File: src/rtl/apb_pkg.sv
// Shared APB definitions: state encoding, default widths and the response record
// used by the initiator and by peripheral wrappers.
package apb_pkg;

    localparam int APB_ADDR_WIDTH_DEF = 12;
    localparam int APB_DATA_WIDTH_DEF = 32;

    typedef enum logic [1:0] {
        ST_IDLE   = 2'd0,
        ST_SETUP  = 2'd1,
        ST_ACCESS = 2'd2
    } apb_state_e;

    typedef struct packed {
        logic [APB_DATA_WIDTH_DEF-1:0] rdata;
        logic                          err;
        logic                          timeout;
    } apb_rsp_t;

    // Wait counter must hold 0..limit; a zero limit still needs one bit.
    function automatic int cnt_width(input int limit);
        return (limit < 1) ? 1 : $clog2(limit + 1);
    endfunction

endpackage

File: src/rtl/apb_master_if.sv
// Request/response handshake plus APB3 bus signals of the initiator.
// Handshake: a request transfers on a rising edge where req_valid_i and req_ready_o are both high;
// rsp_valid_o is a single-cycle pulse with no backpressure.
interface apb_master_if #(
    parameter int APB_ADDR_WIDTH = 12,
    parameter int APB_DATA_WIDTH = 32
);
    logic                      req_valid_i;
    logic                      req_ready_o;
    logic                      req_we_i;
    logic [APB_ADDR_WIDTH-1:0] req_addr_i;
    logic [APB_DATA_WIDTH-1:0] req_wdata_i;
    logic                      rsp_valid_o;
    logic [APB_DATA_WIDTH-1:0] rsp_rdata_o;
    logic                      rsp_err_o;
    logic                      rsp_timeout_o;
    logic [APB_ADDR_WIDTH-1:0] PADDR;
    logic [APB_DATA_WIDTH-1:0] PWDATA;
    logic                      PWRITE;
    logic                      PSEL;
    logic                      PENABLE;
    logic [APB_DATA_WIDTH-1:0] PRDATA;
    logic                      PREADY;
    logic                      PSLVERR;

    modport master (
        input  req_valid_i, req_we_i, req_addr_i, req_wdata_i, PRDATA, PREADY, PSLVERR,
        output req_ready_o, rsp_valid_o, rsp_rdata_o, rsp_err_o, rsp_timeout_o,
               PADDR, PWDATA, PWRITE, PSEL, PENABLE
    );

    modport slave (
        output req_valid_i, req_we_i, req_addr_i, req_wdata_i, PRDATA, PREADY, PSLVERR,
        input  req_ready_o, rsp_valid_o, rsp_rdata_o, rsp_err_o, rsp_timeout_o,
               PADDR, PWDATA, PWRITE, PSEL, PENABLE
    );

endinterface

File: src/rtl/apb_master.sv
// APB3 initiator: one request -> one SETUP/ACCESS transfer -> one response pulse,
// with an optional wait-state timeout so a hung peripheral cannot stall the requester.
module apb_master
    import apb_pkg::*;
#(
    parameter int APB_ADDR_WIDTH = 12,
    parameter int APB_DATA_WIDTH = 32,
    parameter int TIMEOUT_CYCLES = 255
) (
    input  logic                HCLK,
    input  logic                HRESET,
    apb_master_if.master        bus,
    output logic [1:0]          state_o
);

    localparam logic [1:0] S_IDLE   = ST_IDLE;
    localparam logic [1:0] S_SETUP  = ST_SETUP;
    localparam logic [1:0] S_ACCESS = ST_ACCESS;

    localparam int              CNT_W  = cnt_width(TIMEOUT_CYCLES);
    localparam logic [CNT_W-1:0] TO_LIM = CNT_W'(TIMEOUT_CYCLES);
    localparam bit              TO_EN  = (TIMEOUT_CYCLES != 0);

    logic [1:0]                state_q, state_d;
    logic [CNT_W-1:0]          cnt_q, cnt_d, cnt_inc;
    logic                      psel_q, psel_d;
    logic                      penable_q, penable_d;
    logic                      pwrite_q, pwrite_d;
    logic [APB_ADDR_WIDTH-1:0] paddr_q, paddr_d;
    logic [APB_DATA_WIDTH-1:0] pwdata_q, pwdata_d;
    logic                      rsp_valid_q, rsp_valid_d;
    logic [APB_DATA_WIDTH-1:0] rsp_rdata_q, rsp_rdata_d;
    logic                      rsp_err_q, rsp_err_d;
    logic                      rsp_to_q, rsp_to_d;

    // Saturating increment: the counter never wraps even if the limit is disabled.
    assign cnt_inc = (cnt_q == {CNT_W{1'b1}}) ? cnt_q : cnt_q + 1'b1;

    always_comb begin
        state_d     = state_q;
        cnt_d       = cnt_q;
        psel_d      = psel_q;
        penable_d   = penable_q;
        pwrite_d    = pwrite_q;
        paddr_d     = paddr_q;
        pwdata_d    = pwdata_q;
        rsp_valid_d = 1'b0;
        rsp_rdata_d = rsp_rdata_q;
        rsp_err_d   = rsp_err_q;
        rsp_to_d    = rsp_to_q;
        case (state_q)
            S_IDLE: begin
                if (bus.req_valid_i) begin
                    state_d  = S_SETUP;
                    psel_d   = 1'b1;
                    pwrite_d = bus.req_we_i;
                    paddr_d  = bus.req_addr_i;
                    pwdata_d = bus.req_we_i ? bus.req_wdata_i : '0;
                end
            end
            S_SETUP: begin
                state_d   = S_ACCESS;
                penable_d = 1'b1;
                cnt_d     = '0;
            end
            S_ACCESS: begin
                // PREADY is checked first so a completion on the limit cycle is not aborted.
                if (bus.PREADY) begin
                    state_d     = S_IDLE;
                    psel_d      = 1'b0;
                    penable_d   = 1'b0;
                    rsp_valid_d = 1'b1;
                    rsp_rdata_d = pwrite_q ? '0 : bus.PRDATA;
                    rsp_err_d   = bus.PSLVERR;
                    rsp_to_d    = 1'b0;
                end else if (TO_EN && (cnt_inc == TO_LIM)) begin
                    state_d     = S_IDLE;
                    psel_d      = 1'b0;
                    penable_d   = 1'b0;
                    rsp_valid_d = 1'b1;
                    rsp_rdata_d = '0;
                    rsp_err_d   = 1'b1;
                    rsp_to_d    = 1'b1;
                end else begin
                    cnt_d = cnt_inc;
                end
            end
            default: begin
                state_d   = S_IDLE;
                psel_d    = 1'b0;
                penable_d = 1'b0;
            end
        endcase
    end

    always_ff @(posedge HCLK or posedge HRESET) begin
        if (HRESET) begin
            state_q     <= S_IDLE;
            cnt_q       <= '0;
            psel_q      <= 1'b0;
            penable_q   <= 1'b0;
            pwrite_q    <= 1'b0;
            paddr_q     <= '0;
            pwdata_q    <= '0;
            rsp_valid_q <= 1'b0;
            rsp_rdata_q <= '0;
            rsp_err_q   <= 1'b0;
            rsp_to_q    <= 1'b0;
        end else begin
            state_q     <= state_d;
            cnt_q       <= cnt_d;
            psel_q      <= psel_d;
            penable_q   <= penable_d;
            pwrite_q    <= pwrite_d;
            paddr_q     <= paddr_d;
            pwdata_q    <= pwdata_d;
            rsp_valid_q <= rsp_valid_d;
            rsp_rdata_q <= rsp_rdata_d;
            rsp_err_q   <= rsp_err_d;
            rsp_to_q    <= rsp_to_d;
        end
    end

    assign bus.req_ready_o   = (state_q == S_IDLE);
    assign bus.PSEL          = psel_q;
    assign bus.PENABLE       = penable_q;
    assign bus.PWRITE        = pwrite_q;
    assign bus.PADDR         = paddr_q;
    assign bus.PWDATA        = pwdata_q;
    assign bus.rsp_valid_o   = rsp_valid_q;
    assign bus.rsp_rdata_o   = rsp_rdata_q;
    assign bus.rsp_err_o     = rsp_err_q;
    assign bus.rsp_timeout_o = rsp_to_q;
    assign state_o           = state_q;

endmodule
File: src/flat_wrapper.sv
// flat-port wrapper written by rule: the top's interface ports become plain ports
module apb_master_flat import apb_pkg::*;
#(
    parameter int APB_ADDR_WIDTH = 12,
    parameter int APB_DATA_WIDTH = 32,
    parameter int TIMEOUT_CYCLES = 255
)
  (HCLK, HRESET, state_o, bus_req_valid_i, bus_req_we_i, bus_req_addr_i, bus_req_wdata_i, bus_PRDATA, bus_PREADY, bus_PSLVERR, bus_req_ready_o, bus_rsp_valid_o, bus_rsp_rdata_o, bus_rsp_err_o, bus_rsp_timeout_o, bus_PADDR, bus_PWDATA, bus_PWRITE, bus_PSEL, bus_PENABLE);
  apb_master_if #(.APB_ADDR_WIDTH(APB_ADDR_WIDTH), .APB_DATA_WIDTH(APB_DATA_WIDTH)) bus_i ();
  input  logic HCLK;
  input  logic HRESET;
  output logic [1:0] state_o;
  input wire logic [$bits(bus_i.req_valid_i)-1:0] bus_req_valid_i;
  input wire logic [$bits(bus_i.req_we_i)-1:0] bus_req_we_i;
  input wire logic [$bits(bus_i.req_addr_i)-1:0] bus_req_addr_i;
  input wire logic [$bits(bus_i.req_wdata_i)-1:0] bus_req_wdata_i;
  input wire logic [$bits(bus_i.PRDATA)-1:0] bus_PRDATA;
  input wire logic [$bits(bus_i.PREADY)-1:0] bus_PREADY;
  input wire logic [$bits(bus_i.PSLVERR)-1:0] bus_PSLVERR;
  output wire logic [$bits(bus_i.req_ready_o)-1:0] bus_req_ready_o;
  output wire logic [$bits(bus_i.rsp_valid_o)-1:0] bus_rsp_valid_o;
  output wire logic [$bits(bus_i.rsp_rdata_o)-1:0] bus_rsp_rdata_o;
  output wire logic [$bits(bus_i.rsp_err_o)-1:0] bus_rsp_err_o;
  output wire logic [$bits(bus_i.rsp_timeout_o)-1:0] bus_rsp_timeout_o;
  output wire logic [$bits(bus_i.PADDR)-1:0] bus_PADDR;
  output wire logic [$bits(bus_i.PWDATA)-1:0] bus_PWDATA;
  output wire logic [$bits(bus_i.PWRITE)-1:0] bus_PWRITE;
  output wire logic [$bits(bus_i.PSEL)-1:0] bus_PSEL;
  output wire logic [$bits(bus_i.PENABLE)-1:0] bus_PENABLE;
  assign bus_i.req_valid_i = bus_req_valid_i;
  assign bus_i.req_we_i = bus_req_we_i;
  assign bus_i.req_addr_i = bus_req_addr_i;
  assign bus_i.req_wdata_i = bus_req_wdata_i;
  assign bus_i.PRDATA = bus_PRDATA;
  assign bus_i.PREADY = bus_PREADY;
  assign bus_i.PSLVERR = bus_PSLVERR;
  assign bus_req_ready_o = bus_i.req_ready_o;
  assign bus_rsp_valid_o = bus_i.rsp_valid_o;
  assign bus_rsp_rdata_o = bus_i.rsp_rdata_o;
  assign bus_rsp_err_o = bus_i.rsp_err_o;
  assign bus_rsp_timeout_o = bus_i.rsp_timeout_o;
  assign bus_PADDR = bus_i.PADDR;
  assign bus_PWDATA = bus_i.PWDATA;
  assign bus_PWRITE = bus_i.PWRITE;
  assign bus_PSEL = bus_i.PSEL;
  assign bus_PENABLE = bus_i.PENABLE;
  apb_master #(.APB_ADDR_WIDTH(APB_ADDR_WIDTH), .APB_DATA_WIDTH(APB_DATA_WIDTH), .TIMEOUT_CYCLES(TIMEOUT_CYCLES)) u_core (.HCLK(HCLK), .HRESET(HRESET), .bus(bus_i), .state_o(state_o));
endmodule
File: config.mk
export PLATFORM = sky130hd
export DESIGN_NAME = apb_master_flat
export DESIGN_NICKNAME = d
export VERILOG_FILES = /design/src/rtl/apb_pkg.sv /design/src/rtl/apb_master_if.sv /design/src/rtl/apb_master.sv /design/src/flat_wrapper.sv
export SDC_FILE = /design/constraint.sdc
export NUM_CORES = 1
export LEC_CHECK = 0
export ABC_AREA = 1
export BUFFER_PORTS_ARGS = -buffer_cell sky130_fd_sc_hd__buf_2
export CAP_MARGIN = 20
export CORE_ASPECT_RATIO = 0.8
export CORE_MARGIN = 1.5
export CORE_UTILIZATION = 35
export CTS_CLUSTER_DIAMETER = 30
export DETAILED_ROUTE_END_ITERATION = 10
export PLACE_DENSITY_LB_ADDON = 0.25
export SYNTH_ARGS = -nofsm -noshare
export SYNTH_HDL_FRONTEND = slang
export SYNTH_SLANG_ARGS = --single-unit
File: constraint.sdc
create_clock -name HCLK -period 3.8 [get_ports HCLK]
set_input_delay 0.57 -clock HCLK [delete_from_list [all_inputs] [get_ports HCLK]]
set_output_delay 0.57 -clock HCLK [all_outputs]
set_load 0.03 [all_outputs]
# After elaboration in Yosys (flattened, before gate mapping)
# Index checks and enable logic that the tools add are counted.
dict set report word_totals {
  regBits 92
  input_bits 82
  output_inout_bits 85
  wordCells 54
}
dict set report op_classes {
  n_addsub 1
  eq_ne 8
  n_mux 23
  n_bitwise 2
  reduce_logical 9
}
# operator count
set op_table {}
lappend op_table {{$mux W32} 4}
lappend op_table {{$mux W8} 3}
lappend op_table {{$eq A8 B8 Y1 const B} 2}
lappend op_table {{$pmux W8 S2} 1}
lappend op_table {{$mux W1} 9}
lappend op_table {{$add A8 B1 Y8 const B} 1}
lappend op_table {{$reduce_and A2 Y1} 4}
lappend op_table {{$mux W2} 3}
lappend op_table {{$ne A2 B2 Y1 const B} 3}
lappend op_table {{$pmux W1 S3} 2}
lappend op_table {{$pmux W2 S3} 1}
lappend op_table {{$reduce_and A3 Y1} 2}
lappend op_table {{$reduce_bool A2 Y1} 2}
lappend op_table {{$ne A3 B2 Y1 const B} 1}
lappend op_table {{$eq A2 B1 Y1 const B} 1}
lappend op_table {{$eq A2 B2 Y1 const B} 1}
lappend op_table {{$logic_not A2 Y1} 1}
lappend op_table {{$not A1 Y1} 2}

# Depth between registers and ports, before layout
dict set report logic_depth {
  ltp_word 6
  mapped_depth 14
  depth_no_buf 13
}

# Least setup slack after synthesis
# No wires, ideal clock.
dict set report synth_path {
  path_type {reg2reg}
  start {register u_core.state_q[0] (netlist: u_core.state_o[0])}
  end {register u_core.pwdata_q[5] (netlist: u_core.bus.PWDATA[5])}
  setup_ns 0.131
  t_arrival_ns 1.802
  slack_ns 1.866
  stages_incl_launch_ff 7
  synth_period_minus_slack_ns 1.934
  path_cell_list {dfrtp_1 > nor2_1 > nand2_1 > clkbuf_1 > buf_1 > nand2_1 > o21ai_0}
}
dict set report synth_via {
  elab_chain_len 2
}
# item line
set synth_rtl {}
lappend synth_rtl {{start: declaration} apb_master.sv:24} ;# logic [1:0] state_q, state_d;
lappend synth_rtl {{start signal: assignment} apb_master.sv:110} ;# state_q <= state_d;
lappend synth_rtl {{$logic_not A2 Y1} -}
lappend synth_rtl {{net bus_req_ready_o} flat_wrapper.sv:20} ;# output wire logic [$bits(bus_i.req_ready_o)-1:0] bus_req_ready_o;
lappend synth_rtl {{$reduce_and A2 Y1 (no source line)} -}
lappend synth_rtl {{end signal: assignment} apb_master.sv:116} ;# pwdata_q <= pwdata_d;
lappend synth_rtl {{end: declaration} apb_master.sv:30} ;# logic [APB_DATA_WIDTH-1:0] pwdata_q, pwdata_d;
# The timed path passes the listed nets, and every way through them passes these cells.
# A chain may end at the register's enable or synchronous reset.

# Final worst setup path
dict set report layout_path {
  start {register u_core.state_q[1] (netlist: u_core.state_o[1])}
  end {register u_core.cnt_q[3]}
}
dict set report layout_via {
  elab_chain_len 3
  elab_cells_between_ends 7
  cone_classes {eq/ne (4); mux (1); reduce/logical (2)}
}
# item line
set layout_rtl {}
lappend layout_rtl {{$eq A2 B2 Y1 / $eq A2 B1 Y1 (equally long branches)} apb_master.sv:51} ;# case (state_q)
lappend layout_rtl {{$ne A2 B2 Y1 (no source line) / $reduce_bool A2 Y1 (equally long branches)} -}
lappend layout_rtl {{$reduce_and A3 Y1 (no source line)} -}
lappend layout_rtl {{end signal: assignment} apb_master.sv:111} ;# cnt_q <= cnt_d;
lappend layout_rtl {{end: declaration} apb_master.sv:25} ;# logic [CNT_W-1:0] cnt_q, cnt_d, cnt_inc;
# Several ways; a longest one is shown, not always the timed one.

==> results.json <==
{
  "grt.met3_usage": 0.06659,
  "crit_required_ps": 4070,
  "drc": 0,
  "slew_viol_final": 0,
  "nets": 697,
  "clk_pin_slew_ps": 60,
  "gr-usage-met2": 0.2786,
  "synth_xor_area_frac": 0.002220,
  "rsz0062_at_grt": "false",
  "synth_area_um2": 3945,
  "synth_top_family_by_area": "simple AND/OR/NAND/NOR gates",
  "synthSimpleGateAreaFrac": 0.3140,
  "reg2reg_to": "u_core.cnt_q[3]",
  "clockBufferDepth": 2,
  "endpoint": "u_core.cnt_q[3]",
  "final_util": 0.4706,
  "placementRows": 34,
  "drt_first_pass_iters": 4,
  "fin_area_um2": 5145,
  "wire_per_inst_um": 13.02,
  "portBuffers": 166,
  "grt_pass1_wl_mm": 16.77,
  "gr-max-usage-layer": "met2",
  "synthTopCellsByArea": "dfrtp_1 (58%), nand2_1 (20%), nand4_1 (5.6%), o21ai_0 (4.2%), nand3_1 (3.0%)",
  "grt_max_degree": 78,
  "place.gp.congestion": 0.7910,
  "fillCellCount": 1114,
  "vias_per_cell": 4.698,
  "cts_sinks": 92,
  "io_pins": 167,
  "synth_compound_area_frac": 0.04821,
  "yosysTopAreaCell": "dfrtp_1",
  "root_buffer": "clkbuf_16",
  "crit_path_end_kind": "flop",
  "ys_seq_area_frac": 0.5836,
  "ir_worst_vdd_mv": 0.4110,
  "cts.repair.resized": 0,
  "tightest_slew_ps": 999.6,
  "gr-usage-all-layers": 0.1747,
  "hold_viol_final": 0,
  "yosysWarnings": 0,
  "synthFlopType": "dfrtp_1",
  "wirelength_mm": 9.906,
  "synth_cell_types": 22,
  "r2r_slack_ps": 1440,
  "fin_crit_sh": 0.6222,
  "crit_start": "u_core.state_o[1]",
  "syn_avg_cell_area_um2": 8.521,
  "hold_buffers": 0,
  "drt_iter0_drc": 180,
  "min_path_type": "input pin to async pin",
  "cts_tree": "yes",
  "yosysTopAreaCellShare": 0.5836,
  "route.vias.total": 3575,
  "area_growth_pct": 30.42,
  "numCtsBuffers": 9,
  "setup.worst_path.class": "flop to flop",
  "place_ws_ps": 1457,
  "die_area_um2": 11920,
  "gr-total-overflow": 0,
  "ys_seq_elements": 92,
  "synth_mux_area_frac": 0,
  "setup_viol": 0,
  "layout_min_cycle_time_ps": 2364,
  "startpoint_type": "flop",
  "synth-edff-count": 0,
  "fin_setup_tns_ps": 0,
  "fp.dieW_um": 121.7,
  "syn-num-nets": 546,
  "fin_ws_ps": 1436,
  "p_leak_nw": 2.932,
  "placed_area_um2": 4846,
  "htreeDepth": 3,
  "crit_fanout": 36,
  "grt_pass1_vias": 3580,
  "synth_fa_ha_area_frac": 0.003172,
  "reg2reg_from": "u_core.state_o[1]",
  "met1_usage": 0.2173,
  "drv_cap": 0,
  "insertedDiodeCount": 0,
  "clock_skew_ps": 4.699,
  "drive_gt1_frac": 0.3144,
  "synthArstFlopShare": 1.000,
  "power_density_nw_per_um2": 884.7,
  "relSlewSlack": 0.3329,
  "power.total_mw": 4.552,
  "reg2reg_depth": 8,
  "ant_nets": 0,
  "clk_latency_ps": 330,
  "initial_core_util": 0.3608,
  "antenna_found_initial": 0,
  "dp_hpwl_mm": 7.078,
  "post_cts_buffers": 0,
  "status": "finished, final reports clean",
  "cp.arrival_ps": 2630,
  "core-area_um2": 10930,
  "die_height_um": 97.96,
  "netlist_instances": 463,
  "fmax_ghz": 0.4229
}
## cell usage after synthesis (2+ instances only)
library cell and n:
nand2_1 214, dfrtp_1 92, nand4_1 35, o21ai_0 33, nand3_1 24, clkbuf_1 22
inv_1 14, nor2_1 7, buf_6 3, nand2_2 3, a21oi_1 2, buf_1 2
nand2_4 2, nor2_4 2
## state kept, by name, indices dropped and copies added (netlist names)
register                  count
u_core.bus.PWRITE             1
u_core.bus.PENABLE            1
u_core.bus.rsp_rdata_o       32
u_core.bus.rsp_timeout_o      1
u_core.bus.PSEL               1
u_core.state_o                2
u_core.bus.rsp_valid_o        1
u_core.bus.rsp_err_o          1
u_core.bus.PWDATA            32
u_core.cnt_q                  8
u_core.bus.PADDR             12
## routing by layer
metal / part of all wire / wire [um]
met4: 0.022 / 217
met1: 0.44 / 4347
met3: 0.076 / 750
met5: 0 / 0
met2: 0.46 / 4591
## worst min path at each step
stage	from	to	slack, ps
after floorplan	u_core.cnt_q[7]	u_core.cnt_q[7]	510
after global placement	u_core.bus.rsp_rdata_o[17]	u_core.bus.rsp_rdata_o[17]	450
after detailed placement	u_core.bus.rsp_rdata_o[17]	u_core.bus.rsp_rdata_o[17]	450
after global routing	bus_req_addr_i[4]	u_core.bus.PADDR[4]	420
after CTS	HRESET	u_core.bus.rsp_rdata_o[2]	400
final	HRESET	u_core.bus.rsp_rdata_o[2]	360
## final cells by class
cell class / count / area [um^2] / area share
clock buffers: 11 / 252.7 / 0.04912
clock inverters: 3 / 46.29 / 0.008998
inverters: 15 / 57.56 / 0.01119
multi-input cells: 327 / 1453 / 0.2823
flip-flops and latches: 92 / 2302 / 0.4475
well taps: 144 / 180.2 / 0.03502
repair buffers: 169 / 853.3 / 0.1659
## metrics by stage
stage	std cells	hold WS [ps]
CTS	761	397.3
finish	761	360.6
floorplan	463	512.3
detailed placement	747	453.5
global route	761	419.0
global placement	747	448.8
## layout by cell type, fill, tap and decap left out, types with 3 or more instances in the layout
master and n:
inv_1 13, nand4_1 35, buf_4 3, o21ai_0 33, nor2_1 7, dfrtp_1 92
buf_2 166, nand3_1 24, nand2_2 4, nand2_1 213, clkbuf_16 9
## critical path, cell delays in order (launching register included)
cell and delay (ps):
dfrtp_1 390, inv_1 90, nor2_4 630, inv_1 170, nor2_1 360, nand2_1 330
nand2_1 190, nand2_1 70, nand2_1 60
## power by group
group,total [mW],internal [mW],leakage (nW),switching (mW)
logic,2.04,0.523,1.60,1.52
clock network,0.897,0.541,0.144,0.356
registers,1.61,1.39,1.19,0.222
## kinds of logic after synthesis
logic type | count (synthesis)
flops | 92
simple gates | 288
xor+xnor | 1
compound gates | 37
fa+ha+maj | 1
buf+inv | 44
No activity file was read; power rests on OpenSTA's default activity.
